File: config.mk
export PLATFORM = sky130hd
export DESIGN_NAME = eight_to_three_encoder
export DESIGN_NICKNAME = d
export VERILOG_FILES = /design/src/rtl/enc_pkg.sv /design/src/rtl/eight_to_three_prio_core.sv /design/src/rtl/eight_to_three_encoder.sv
export SDC_FILE = /design/constraint.sdc
export NUM_CORES = 1
export LEC_CHECK = 0
export ABC_AREA = 1
export ABC_CLOCK_PERIOD_IN_PS = 800
export CAP_MARGIN = 0
export CORE_AREA = 2 2 39 41
export DETAILED_ROUTE_END_ITERATION = 12
export DIE_AREA = 0 0 41 43
export GPL_TIMING_DRIVEN = 0
export RECOVER_POWER = 25
export SLEW_MARGIN = 20
export SYNTH_ARGS = -nofsm -noshare
export SYNTH_HDL_FRONTEND = slang
export SYNTH_SLANG_ARGS = --single-unit
File: constraint.sdc
create_clock -name clk -period 0.8 [get_ports clk]
set_clock_uncertainty 0.05 [all_clocks]
set_input_delay 0.08 -clock clk [delete_from_list [all_inputs] [get_ports clk]]
set_output_delay 0.08 -clock clk [all_outputs]
set_load 0.005 [all_outputs]
File: src/rtl/enc_pkg.sv
// Shared types and helpers for the 8-to-3 encoder.
//   ENC_IN_W / ENC_OUT_W : fixed request and index widths
//   enc_in_t / enc_idx_t : request vector and encoded index types
//   enc_rsp_t            : {idx, any, multi} bundle produced by the core
//   onehot_check()       : true when exactly one bit is set
package enc_pkg;

  localparam int ENC_IN_W  = 8;
  localparam int ENC_OUT_W = 3;

  typedef logic [ENC_IN_W-1:0]  enc_in_t;
  typedef logic [ENC_OUT_W-1:0] enc_idx_t;

  typedef struct packed {
    enc_idx_t idx;
    logic     any;
    logic     multi;
  } enc_rsp_t;

  // Clearing the lowest set bit leaves zero only for one-hot or all-zero
  // vectors, so the extra non-zero test isolates the one-hot case.
  function automatic logic onehot_check(input enc_in_t v);
    return (v != '0) && ((v & (v - enc_in_t'(1))) == '0);
  endfunction

endpackage

File: src/rtl/eight_to_three_prio_core.sv
// Combinational priority encoder core.
//   a     : request vector, bit i means "index i"
//   idx   : index of the most-significant set bit (0 when a is zero)
//   any   : at least one bit of a set
//   multi : more than one bit of a set
module eight_to_three_prio_core
  import enc_pkg::*;
(
  input  enc_in_t  a,
  output enc_idx_t idx,
  output logic     any,
  output logic     multi
);

  // Ascending scan: later (higher) hits overwrite earlier ones, so the
  // highest set bit wins.
  always_comb begin
    idx = '0;
    for (int i = 0; i < ENC_IN_W; i++) begin
      if (a[i]) idx = enc_idx_t'(i);
    end
  end

  assign any   = |a;
  assign multi = any & ~onehot_check(a);

endmodule

File: src/rtl/eight_to_three_encoder.sv
// Registered 8-to-3 encoder with priority resolution.
//   clk   : rising-edge clock
//   rst   : asynchronous active-high reset, clears all outputs
//   a     : request vector, sampled every rising edge
//   y     : encoded index of the highest set bit, one cycle after sampling
//   valid : sampled a was non-zero (qualifies y)
//   multi : sampled a had more than one bit set
module eight_to_three_encoder
  import enc_pkg::*;
(
  input  logic     clk,
  input  logic     rst,
  input  enc_in_t  a,
  output enc_idx_t y,
  output logic     valid,
  output logic     multi
);

  enc_rsp_t rsp_d;
  enc_rsp_t rsp_q;

  eight_to_three_prio_core u_core (
    .a     (a),
    .idx   (rsp_d.idx),
    .any   (rsp_d.any),
    .multi (rsp_d.multi)
  );

  // Only state in the block; each cycle is independent of history.
  always_ff @(posedge clk or posedge rst) begin
    if (rst) rsp_q <= '0;
    else     rsp_q <= rsp_d;
  end

  assign y     = rsp_q.idx;
  assign valid = rsp_q.any;
  assign multi = rsp_q.multi;

endmodule

After elaboration in Yosys (flattened, before gate mapping)

Cells that the tools add are included.

Add/subtract/negate cells: 1
Multiply operators: 0
Div/mod/pow operators: 0
$lt $le $gt $ge: 0
Eq/ne operators: 0
Shift operators: 0
Mux-type cells: 7
Bitwise gates (word level): 3
Reductions and logical operators: 4

Operator list:

| kind                                              | number |
|---|---|
| two-way mux 3 bit                                 | 4 |
| bitwise AND 8 bit                                 | 1 |
| zero test 8 bit                                   | 1 |
| nonzero test 8 bit                                | 1 |
| OR reduction 8 bit                                | 1 |
| subtractor 8 x 1 -> 8 bit (second input constant) | 1 |
| two-way mux 2 bit                                 | 2 |
| bitwise AND 1 bit                                 | 1 |
| logical AND 1 bit                                 | 1 |
| two-way mux 1 bit                                 | 1 |
| NOT 1 bit                                         | 1 |

Register bits after elaboration: 5
Latch bits: 0
Memory bits (writable): 0
ROM bits: 0
Input bits: 10
Logic and storage cells: 18
Memories kept: 0

Depth between registers and ports, before layout

Gate-level depths: netlist of the first run.

Word-level depth: 7
Gate-level depth with buffers: 7
Gate-level depth less buffers: 7

By module

Synthesis of the first run repeated with hierarchy kept, for this count alone.

Cells, all modules: 42
Area total of the unflattened synthesis: 281.5 µm²

By module, submodules not included:

| module                   | instances | cells each | area an instance (µm²) |
|---|---|---|---|
| eight_to_three_prio_core | 1         | 36         | 152.6 |
| eight_to_three_encoder   | 1         | 6          | 128.9 |

Worst setup path before layout of the first run

No wires, ideal clock.

Path kind: input -> register
From: in a[2]
To: reg rsp_q (netlist bit multi)
Data arrival time: 433 ps
Setup slack: 199 ps
Stages on the path: 4
Path through: nor2_1 a21oi_1 nor2_1 nand2_1

RTL lines:

| what                 | line                         | RTL |
|---|---|---|
| from (decl)          | eight_to_three_encoder.sv:13 | `input enc_in_t a,` |
| to (signal assigned) | eight_to_three_encoder.sv:32 | `else rsp_q <= rsp_d;` |
| to (decl)            | eight_to_three_encoder.sv:20 | `enc_rsp_t rsp_q;` |

Worst setup path in the final report of the first run

From: reg rsp_q (netlist bit y[1])
To: out y[1]

RTL lines:

| what      | line                         | RTL |
|---|---|---|
| to (decl) | eight_to_three_encoder.sv:14 | `output enc_idx_t y,` |

No word-level cell between the ends.

==> metrics.yaml, run 1 <==
layout:
  stdcell_count: 76
  final_util_pct: 32.3
  syn2layout_area_growth_pct: 58.7
  drive_above_1_share_pct: 21.7
  fillCellCount: 166
  fin_area_um2: 447
  antennaDiodeCount: 0
  final_nets: 71
route:
  drc: 0
  drt_wl_total_um: 530
  postRouteAntennaNets: 0
  dr.first_iter.drc_count: 1
  drtPass1Iterations: 4
  viasPerCell: 3.83
  wl_per_cell_um: 6.97
  via_count: 291
synth:
  ys_warn_count: 0
  syn-num-nets: 52
  synth_common_cells: "nand2_1, inv_1, dfrtp_1, nor2_1, nand4_1"
  syn_avg_cell_area_um2: 6.70
  synth_edf_count: 0
  yosysMostFrequentCell: "nand2_1"
  ys_ff_latch: 5
  syn_inst: 42
  synth_top_flop_cell: "dfrtp_1"
  synth_area_leaders: "dfrtp_1, nand2_1, inv_1, nor2_1, nand4_1"
  yosysSeqAreaShare_pct: 44.4
  synth_top_area_cell: "dfrtp_1"
  mappedNetlistArea_um2: 282
  synthArstFlopShare_pct: 100
  synth.top_cell.area_share_pct: 44.4
  post_synth_num_cell_types: 10
critical_path:
  cp_max_fo: 1
  crit_family: "flip-flops"
  path_cells: "buf_2"
  startpoint_type: "flop"
  slowest_delay_ns: 0.34
  critPathBufInv: 1
  arrival_ns: 0.70
  end_kind: "output pin"
  cp.required_ns: 0.67
  slowest_stage: "dfrtp_1"
  critPathKind: "flop to output pin"
placed_design:
  dp_hpwl_um: 445
  port_buffers: 14
  post_dp_cell_area_um2: 442
  place.gp.congestion: 0.760
  dpl.cell_count: 72
die:
  core_area_um2: 1380
  die_w_um: 41
  fp.dieH_um: 43
  start_util_pct: 20.3
  io-pin-count: 15
  dieArea_um2: 1760
  rows: 14
clock_tree:
  cts_buffers: 3
  cts_tree: "done"
  cts-root-buf: "clkbuf_4"
  cts_setup_buffers: 0
  clk_pin_slew_ns: 0.04
  cts_max_path_buffers: 2
  numClockSinks: 5
  h-tree-depth: 1
pwr:
  powerDensity_nw_per_um2: 1470
  leakage_nw: 0.236
  power_uw: 657
  ir_drop_mv: 0.324
sta:
  rsz0062_at_grt: "yes"
  timing.final.ws_setup_ns: -0.0274
  timing.fmax_mhz: 1210
  max_slew_margin_pct: 87.9
  finalCritPeriodShare_pct: 103
  fin_crit_ns: 0.827
  final.setup.tns_ns: -0.131
  final_max_slew_viol_count: 0
  setup_viol: 5
  finalHoldViolations: 0
  tightest_slew_ns: 0.182
job:
  max_cap_viol_count: 0
global_route:
  grt_pass1_vias: 250
  grt.total_usage_pct: 7.73
  grt_pass1_wl_um: 931
  grt-ovfl-total: 0
  grt_max_degree: 6
  antenna_found_initial: 0
min_path:
  worstHoldPathType: "input port to flop"
outcome:
  violations: "negative setup slack"
  status: "complete, but fails checks"
-- what timing repair did --
item,4_1_cts,5_1_grt
pin swaps,2,0
setup endpoints to repair,8,7
hold endpoints to repair,5,0
gates resized for setup,29,2
-- path summary, 6_finish.rpt --
| path | slack [ns] | depth (start not counted) | start | endpoint |
|---|---|---|---|---|
| min in group asynchronous | 0.13 | 2 | rst | y[1] |
| worst max-delay path | -0.03 | 1 | y[1] | y[1] |
| max in group asynchronous | 0.41 | 2 | rst | y[2] |
| worst min-delay path | 0.11 | 3 | a[7] | y[0] |
-- stage by stage --
step           setup WS, ns  hold WS, ns
3_3_place_gp         -0.351        0.240
2_1_floorplan         0.199       -0.191
5_1_grt             -0.0646        0.131
3_5_place_dp         -0.357        0.236
6_report            -0.0274        0.112
4_1_cts             -0.0451      -0.0160
-- state kept, by name, indices dropped and copies added, names as in the netlist --
signal	count
multi	1
y	3
valid	1
-- cells by family (layout without fill, tap and decap cells) --
group	after synthesis	in the layout	synth area share [%]
buffers and inverters	9	27	12.0
DFF	5	5	44.4
and+or+nand+nor	26	26	40.0
AOI/OAI and AO/OA	2	2	3.55
-- where the power goes --
| group | switching [mW] | internal [mW] | total (mW) |
|---|---|---|---|
| sequential | 0.00129 | 0.262 | 0.263 |
| combinational | 0.0626 | 0.0527 | 0.115 |
| clock | 0.0906 | 0.188 | 0.278 |
| total | 0.154 | 0.502 | 0.657 |
-- layout by cell type (no fill, tap or decap) --
cell | synthesis | routed
a21oi_1 | 1 | 1
buf_2 | 0 | 5
clkbuf_1 | 0 | 1
clkbuf_4 | 0 | 3
dfrtp_1 | 5 | 5
dlygate4sd2_1 | 0 | 7
dlygate4sd3_1 | 0 | 1
dlymetal6s2s_1 | 0 | 1
inv_1 | 8 | 8
inv_2 | 1 | 1
nand2_1 | 18 | 18
nand4_1 | 2 | 2
nor2_1 | 4 | 2
nor2_2 | 1 | 2
nor2_4 | 1 | 2
o21ai_1 | 1 | 1
-- routing by layer --
layer | vias up | track usage, % | wire (um)
met4 | 0 | 6.00 | 0
met3 | 0 | 2.09 | 73
met2 | 12 | 11.6 | 239
met1 | 118 | 8.68 | 217
met5 | - | 0 | 0
li1 | 161 | - | -
-- area by class of cell --
class                           instances  area [um^2]  share of cell area (%)
Multi-Input combinational cell         28          133                    29.7
Tap cell                               16         20.0                    4.48
Timing Repair Buffer                   14          109                    24.4
Inverter                                9         33.8                    7.56
Clock buffer                            4         26.3                    5.88
Sequential cell                         5          125                    28.0
(Power assumes the default switching activity.)
==> inputs of run 2 (changes only) <==
- CELL_PAD_IN_SITES_DETAIL_PLACEMENT: unset -> 1
- CELL_PAD_IN_SITES_GLOBAL_PLACEMENT: unset -> 1
- PLACE_DENSITY_LB_ADDON: unset -> 0.1
==> metrics.yaml, run 2 (synthesized netlist as in run 1, its figures left out) <==
die:
  dieArea_um2: 1760
  io-pin-count: 15
  core_area_um2: 1380
  start_util_pct: 20.3
  die_w_um: 41
  fp.dieH_um: 43
  rows: 14
route:
  drt_wl_total_um: 632
  drc: 0
  postRouteAntennaNets: 0
  drtPass1Iterations: 1
  viasPerCell: 3.99
  via_count: 307
  wl_per_cell_um: 8.21
  dr.first_iter.drc_count: 0
critical_path:
  arrival_ns: 0.70
  critPathKind: "flop to output pin"
  path_cells: "buf_2"
  cp_max_fo: 1
  crit_family: "flip-flops"
  startpoint_type: "flop"
  end_kind: "output pin"
  cp.required_ns: 0.67
  critPathBufInv: 1
  slowest_stage: "dfrtp_1"
  slowest_delay_ns: 0.35
clock_tree:
  clk_pin_slew_ns: 0.04
  h-tree-depth: 1
  cts_buffers: 3
  numClockSinks: 5
  cts_tree: "done"
  cts-root-buf: "clkbuf_4"
  cts_max_path_buffers: 2
layout:
  largest_reg_flops: 3
  drive_above_1_share_pct: 23.0
  final_nets: 72
  fillCellCount: 191
  mostFrequentLayoutCells: "nand2_1, inv_1, dlygate4sd2_1"
  syn2layout_area_growth_pct: 61.3
  antennaDiodeCount: 0
  final_common_cell: "nand2_1"
  stdcell_count: 77
sta:
  finalHoldViolations: 0
  tightest_slew_ns: 0.184
  timing.final.ws_setup_ns: -0.0310
  fin_crit_ns: 0.831
  timing.fmax_mhz: 1200
  final_max_slew_viol_count: 0
  rsz0062_at_grt: "yes"
  setup_viol: 5
  finalCritPeriodShare_pct: 104
  max_slew_margin_pct: 87.7
pwr:
  ir_drop_mv: 0.319
  power_uw: 664
  powerDensity_nw_per_um2: 1460
  leakage_nw: 0.240
global_route:
  antenna_found_initial: 0
  grt-ovfl-total: 0
  grt_pass1_vias: 303
  grt.total_usage_pct: 9.72
  grt_max_degree: 6
  grt_pass1_wl_um: 1130
placed_design:
  dp_hpwl_um: 556
  port_buffers: 14
  place.gp.congestion: 0.665
  dpl.cell_count: 72
outcome:
  status: "complete, but fails checks"
  violations: "negative setup slack"
job:
  max_cap_viol_count: 0
min_path:
  worstHoldPathType: "input port to flop"
-- run 2: changes by cell type in the layout (fill, tap and decap cells not counted) --
cell and delta:
buf_4 +1
-- run 2: layout make-up --
cell class | count | area [um^2] | area share (%)
tap | 16 | 20.0 | 4.41
clock buffer | 4 | 26.3 | 5.79
sequential | 5 | 125 | 27.5
timing repair buffer | 15 | 116 | 25.6
inverter | 9 | 33.8 | 7.44
multi-input combinational | 28 | 133 | 29.2
-- run 2: path summary, 6_finish.rpt --
kind / from / end / cells past startpoint / slack (ns)
worst max-delay path: y[0] / y[0] / 1 / -0.03
worst min-delay path: a[7] / y[0] / 3 / 0.12
max in group asynchronous: rst / multi / 2 / 0.41
min in group asynchronous: rst / y[0] / 2 / 0.13
-- run 2: per-layer routing --
metal	GRT usage, %	wire, um
met1	9.27	229
met2	15.6	352
met3	1.57	50
met4	10.0	0
met5	0	0
-- run 2: what timing repair did --
| item | 4_1_cts | 5_1_grt |
|---|---|---|
| setup endpoints to repair | 8 | 7 |
| pin swaps | 2 | 2 |
| resized for setup | 29 | 2 |
| setup buffers | 1 | 0 |
| endpoints found under the hold margin | 5 | 0 |
-- run 2: report_power, final --
part / total [mW] / internal (mW) / switching (mW)
sequential: 0.263 / 0.262 / 0.00136
combinational: 0.121 / 0.0557 / 0.0656
clock: 0.279 / 0.188 / 0.0915
-- run 2: stage by stage --
stage                     hold slack (ns)  util (%)  cell area [um^2]  setup slack [ns]  setup TNS [ns]
after global placement              0.243      31.9               442            -0.369           -1.98
after floorplan                    -0.191         -               282             0.199               0
after global routing                0.139      32.8               454           -0.0742          -0.331
after detailed placement            0.245      31.9               442            -0.386           -2.03
after CTS                         -0.0124      32.3               447           -0.0483          -0.213
final                               0.116      32.8               454           -0.0310          -0.135
==> RTL edit 1, RTL diff (settings of run 2) <==
Reset style: synchronous (`rst`), changed in one clocked block. Comments in the files are not updated.
--- a/src/rtl/eight_to_three_encoder.sv
+++ b/src/rtl/eight_to_three_encoder.sv
@@ -28,5 +28,5 @@
 
   // Only state in the block; each cycle is independent of history.
-  always_ff @(posedge clk or posedge rst) begin
+  always_ff @(posedge clk) begin
     if (rst) rsp_q <= '0;
     else     rsp_q <= rsp_d;
Check against the original RTL: differs if rst is asserted again (counterexample within 4 cycles, from zero or initial values and one cycle with rst high); with rst held inactive, the same outputs for 10 cycles.
==> RTL edit 1 against run 2 <==
Non-clock buffer count increased by 4. Largest power group unchanged. Design area increased by 3.3%. Synthesized area decreased by 7.1%. Sequential cell count unchanged. Critical path type unchanged. Highest routed layer is now met4. Wire length increased by 5.2%. Power increased by 6.8%. Count of clock-buffer cells in the layout unchanged. Worst setup slack improved by 49 ps.
==> RTL edit 1: results (changes against run 2) <==
- Worst stage delay on the critical path: 300 ps (-50 ps)
- Status: finished, final reports clean
- Global-route wire length before repair: 1090 µm (-3.6%)
- Wl on met1: 248 µm (+8.3%)
- Post-synth top flop: dfxtp_1
- CP max stage cell: dfxtp_2
- Routed wl met2: 323 µm (-8.2%)
- Hold-critical path depth: 6 (+3)
- Final Wtd Congestion: 0.683 (+2.6%)
- Slew @ Worst Pin: 189 ps (+4.80 ps)
- Pre-CTS setup slack: -502 ps (-115 ps)
- Placed cells: 74 (+2.8%)
- FFs w/ async S/R, synth: 0% (-100 points)
- Yosys cell types: 9 (-1)
- IO Port Bufs: 14 (unchanged)
- Peak VDD IR: 0.390 mV (+22%)
- Post-synth top cells: nand2_1 (14), inv_1 (10), nor2_1 (8)
- Metal3 WL: 67 µm (+34%)
- Syn Nets: 54 (+3.8%)
- Initial DRT Pass Iterations: 2 (+1)
- Worst Path Arrival: 650 ps (-50 ps)
- Reg power frac: 38.2% (-1.5 points)
- Part of the Yosys area used for sequential elements: 38.3% (-6.2 points)
- GRT Overall Usage: 9.80% (+0.081 points)
- Share of cells above drive strength 1: 41.8% (+19 points)
- Top Layer Used: met4
- Vias in the first global route: 296 (-2.3%)
- Synthesized instance count: 44 (+4.8%)
- Via count: 326 (+6.2%)
- Pint: 0.532 mW (+5.2%)
- Final WL: 665 µm (+5.2%)
- Cells taking the most area after synthesis: dfxtp_1 (38%), nand2_1 (20%), inv_1 (14%), nor2_1 (11%), a21oi_1 (5.7%)
- Sw frac: 25.0% (+1.1 points)
- # nets final: 78 (+8.3%)
- Post-Place Cell Area: 422 µm² (-4.5%)
- Crit path max-delay family: flip-flops
- Detailed Route Iter0 Violations: 3 (+3)
- Combinational Power Share: 21.3% (+3.0 points)
- Hpwl dp: 502 µm (-9.8%)
- WL/cell: 8.01 µm (-2.4%)
- Fillers: 195 (+2.1%)
[RTL edit 1: cell types whose count changed after synthesis, sizes merged, moves of 2 or more]
| cell | delta |
|---|---|
| nor2 | +3 |
| dfxtp | +5 |
| dfrtp | -5 |
| nand2 | -3 |
| nand4 | -2 |
| a21oi | +2 |
[RTL edit 1: logic make-up (layout without fill, tap and decap cells)]
group                  count (synthesis)  in the layout  share of synthesized area [%]
AO/OA/AOI/OAI                          4              4                           9.09
buffers and inverters                 10             33                           14.4
flip-flops                             5              5                           38.3
AND/OR/NAND/NOR                       25             25                           38.3
[RTL edit 1: metal layers]
layer  vias up  track usage [%]
met1       134             9.21
li1        174                -
met4         0             10.0
met2        14             15.0
met5         -                0
met3         4             3.14
[RTL edit 1: repair_timing]
item / 4_1_cts / 5_1_grt
endpoints found under the hold margin: 0 / 0
setup buffers: 4 / 1
endpoints found under the setup margin: 9 / 6
pin swaps: 4 / 6
resized for setup: 32 / 18
[RTL edit 1: cell type report]
| class | instances | area, µm² | area share [%] |
|---|---|---|---|
| multi-input cells | 29 | 151 | 32.3 |
| repair buffers | 19 | 131 | 28.0 |
| flip-flops and latches | 5 | 103 | 21.9 |
| inverters | 10 | 37.5 | 8.00 |
| clock buffers | 4 | 26.3 | 5.60 |
| well taps | 16 | 20.0 | 4.27 |
[RTL edit 1: worst min-delay path, cell delays in order]
cell      delay (ps)
clkbuf_2         120
inv_1             50
nand2_1           60
nand2_1           50
nand2_1           50
a21oi_1           60
[RTL edit 1: final timing paths]
kind       startpoint               to  slack [ps]
max   y[0]$_SDFF_PP0_             y[0]          20
min              a[4]  y[0]$_SDFF_PP0_         220
==> RTL edit 2, RTL diff (config.mk and constraints of run 2) <==
Made on the original files. Add an input register stage for `a`, without a reset; this delays it by one clock.
--- a/src/rtl/eight_to_three_encoder.sv
+++ b/src/rtl/eight_to_three_encoder.sv
@@ -17,9 +17,15 @@
 );
 
+  enc_in_t a_q;
+
+  always_ff @(posedge clk) begin
+    a_q <= a;
+  end
+
   enc_rsp_t rsp_d;
   enc_rsp_t rsp_q;
 
   eight_to_three_prio_core u_core (
-    .a     (a),
+    .a     (a_q),
     .idx   (rsp_d.idx),
     .any   (rsp_d.any),
Behaviour: not the same (a bounded check fails within 4 cycles, from zero or initial values and one cycle with rst high).
==> RTL edit 2 against run 2 <==
The run still ends with setup timing left. Synthesized area increased by 56%. Design area increased by 41%. First-iteration DRC count increased by 5. Clock power increased by 43%. Power increased by 84%. Worst setup slack got worse by 52 ps. Wire length increased by 19%. Sequential cell count increased by 8. Highest routed layer is now met4.
==> RTL edit 2: results (changes against run 2) <==
- Syn Nets: 59 (+13%)
- Final Wtd Congestion: 0.667 (+0.26%)
- Failing checks: setup timing
- Met1 GRT Util: 8.97% (-0.30 points)
- Peak VDD IR: 0.886 mV (+180%)
- Post-synth top cells: nand2_1 (17), dfxtp_1 (8), inv_1 (8)
- WL/cell: 8.94 µm (+8.9%)
- Max-slew headroom: 89.4% (+1.7 points)
- Setup TNS: -527 ps (-391 ps)
- Final setup viols: 7 (+2)
- Post-Place Cell Area: 604 µm² (+37%)
- Detailed Route Iter0 Violations: 5 (+5)
- Grt met3 use: 4.71% (+3.1 points)
- N_diodes: 0 (unchanged)
- FFs w/ async S/R, synth: 38.5% (-62 points)
- # nets final: 79 (+9.7%)
- GR met2 Demand/Resource: 18.1% (+2.5 points)
- Largest net degree at the start of global routing: 8 (+2)
- Worst Path Arrival: 750 ps (+50 ps)
- Max reg flops: 8 (+5)
- Vias in the first global route: 329 (+8.6%)
- Initial DRT Pass Iterations: 2 (+1)
- Clock-pin slew on the worst setup and hold paths: 70 ps (+30 ps)
- Clock Path Buffers: 2 (unchanged)
- Pint: 0.943 mW (+87%)
- Post-synth top flop: dfxtp_1
- Part of the Yosys area used for sequential elements: 65.0% (+21 points)
- Share of cells above drive strength 1: 36.8% (+14 points)
- Pleak: 0.290 nW (+21%)
- Status: complete, but fails checks
- Yosys cell types: 11 (+1)
- Via count: 362 (+18%)
- Final worst slack: -83.5 ps (-52.4 ps)
- Cells taking the most area after synthesis: dfxtp_1 (36%), dfrtp_1 (28%), nand2_1 (15%), inv_1 (6.8%), nand4_1 (2.8%)
- GRT Overall Usage: 11.1% (+1.3 points)
- Min-Delay Path Class: input port to flop
- Avg Inst Size Synth: 8.96 µm² (+34%)
- Initial antenna violation count: 0 (unchanged)
- Maxcap violations: 0 (unchanged)
- Hpwl dp: 576 µm (+3.6%)
- Global-route wire length before repair: 1210 µm (+6.7%)
- Final WL: 751 µm (+19%)
RTL edit 2: cell count changes after synthesis, sizes merged:
cell / run 2 / this run
dfxtp: 0 / 8
nand3: 0 / 1
nand2: 18 / 17
nor2: 6 / 4
a21oi: 1 / 0
inv: 9 / 10
o21ai: 1 / 2
RTL edit 2: power by group through the flow:
| stage | clock network, mW | registers [mW] | logic (mW) |
|---|---|---|---|
| 2_1_floorplan | 0 | 0.716 | 0.0491 |
| 5_1_grt | 0.453 | 0.712 | 0.134 |
| 3_3_place_gp | 0 | 0.717 | 0.116 |
| 6_report | 0.400 | 0.707 | 0.118 |
| 3_5_place_dp | 0 | 0.718 | 0.119 |
| 4_1_cts | 0.424 | 0.703 | 0.117 |
RTL edit 2: timing repair:
item | in CTS | in global routing
buffers inserted | 0 | 0
setup endpoints to repair | 8 | 14
endpoints found under the hold margin | 5 | 0
pin swaps | 2 | 4
hold buffers | 1 | 0
resized for setup | 23 | 10
RTL edit 2: layout make-up:
type,instances,area (µm²)
fillers,180,744
flip-flops and latches,13,294
clock buffers,4,26.3
multi-input cells,26,136
well taps,16,20.0
inverters,10,37.5
repair buffers,15,125
RTL edit 2: cell families (layout without fill, tap and decap cells):
logic type	Yosys count	after routing	share of synthesized area, %
compound gates	2	2	2.28
flops	13	13	65.0
buf+inv	10	29	8.55
simple gates	24	24	24.2
RTL edit 2: path summary, 6_finish.rpt:
| kind | startpoint | to | slack, ps | cells after the start |
|---|---|---|---|---|
| min in group asynchronous | rst | y[1]$_DFF_PP0_ | 490 | 3 |
| worst min register to register | a_q[7]$_DFF_P_ | y[0]$_DFF_PP0_ | 410 | 2 |
| worst max register to register | a_q[3]$_DFF_P_ | multi$_DFF_PP0_ | -80 | 4 |
| max in group asynchronous | rst | valid$_DFF_PP0_ | 90 | 3 |
| worst min-delay path | a[4] | a_q[4]$_DFF_P_ | 180 | 1 |
| worst max-delay path | y[1]$_DFF_PP0_ | y[1] | -80 | 1 |
RTL edit 2: metrics by stage:
step	hold WS, ps	power, mW	setup WS [ps]
final	184	1.23	-83.5
after global routing	181	1.30	-126
after CTS	177	1.24	-95.6
after detailed placement	241	0.837	-126
after global placement	242	0.833	-119
after floorplan	-191	0.765	-19.1
RTL edit 2: worst reg2reg max path, stage by stage (launching register included):
cell and delay, ps:
dfxtp_2 340, nor2_4 150, nand3_1 90, nand2_1 60, nand4_1 70
RTL edit 2: routing by layer:
| layer | vias up | routed length, µm |
|---|---|---|
| met4 | 0 | 31 |
| met2 | 16 | 399 |
| met3 | 5 | 74 |
| met5 | - | 0 |
| li1 | 181 | - |
| met1 | 160 | 245 |
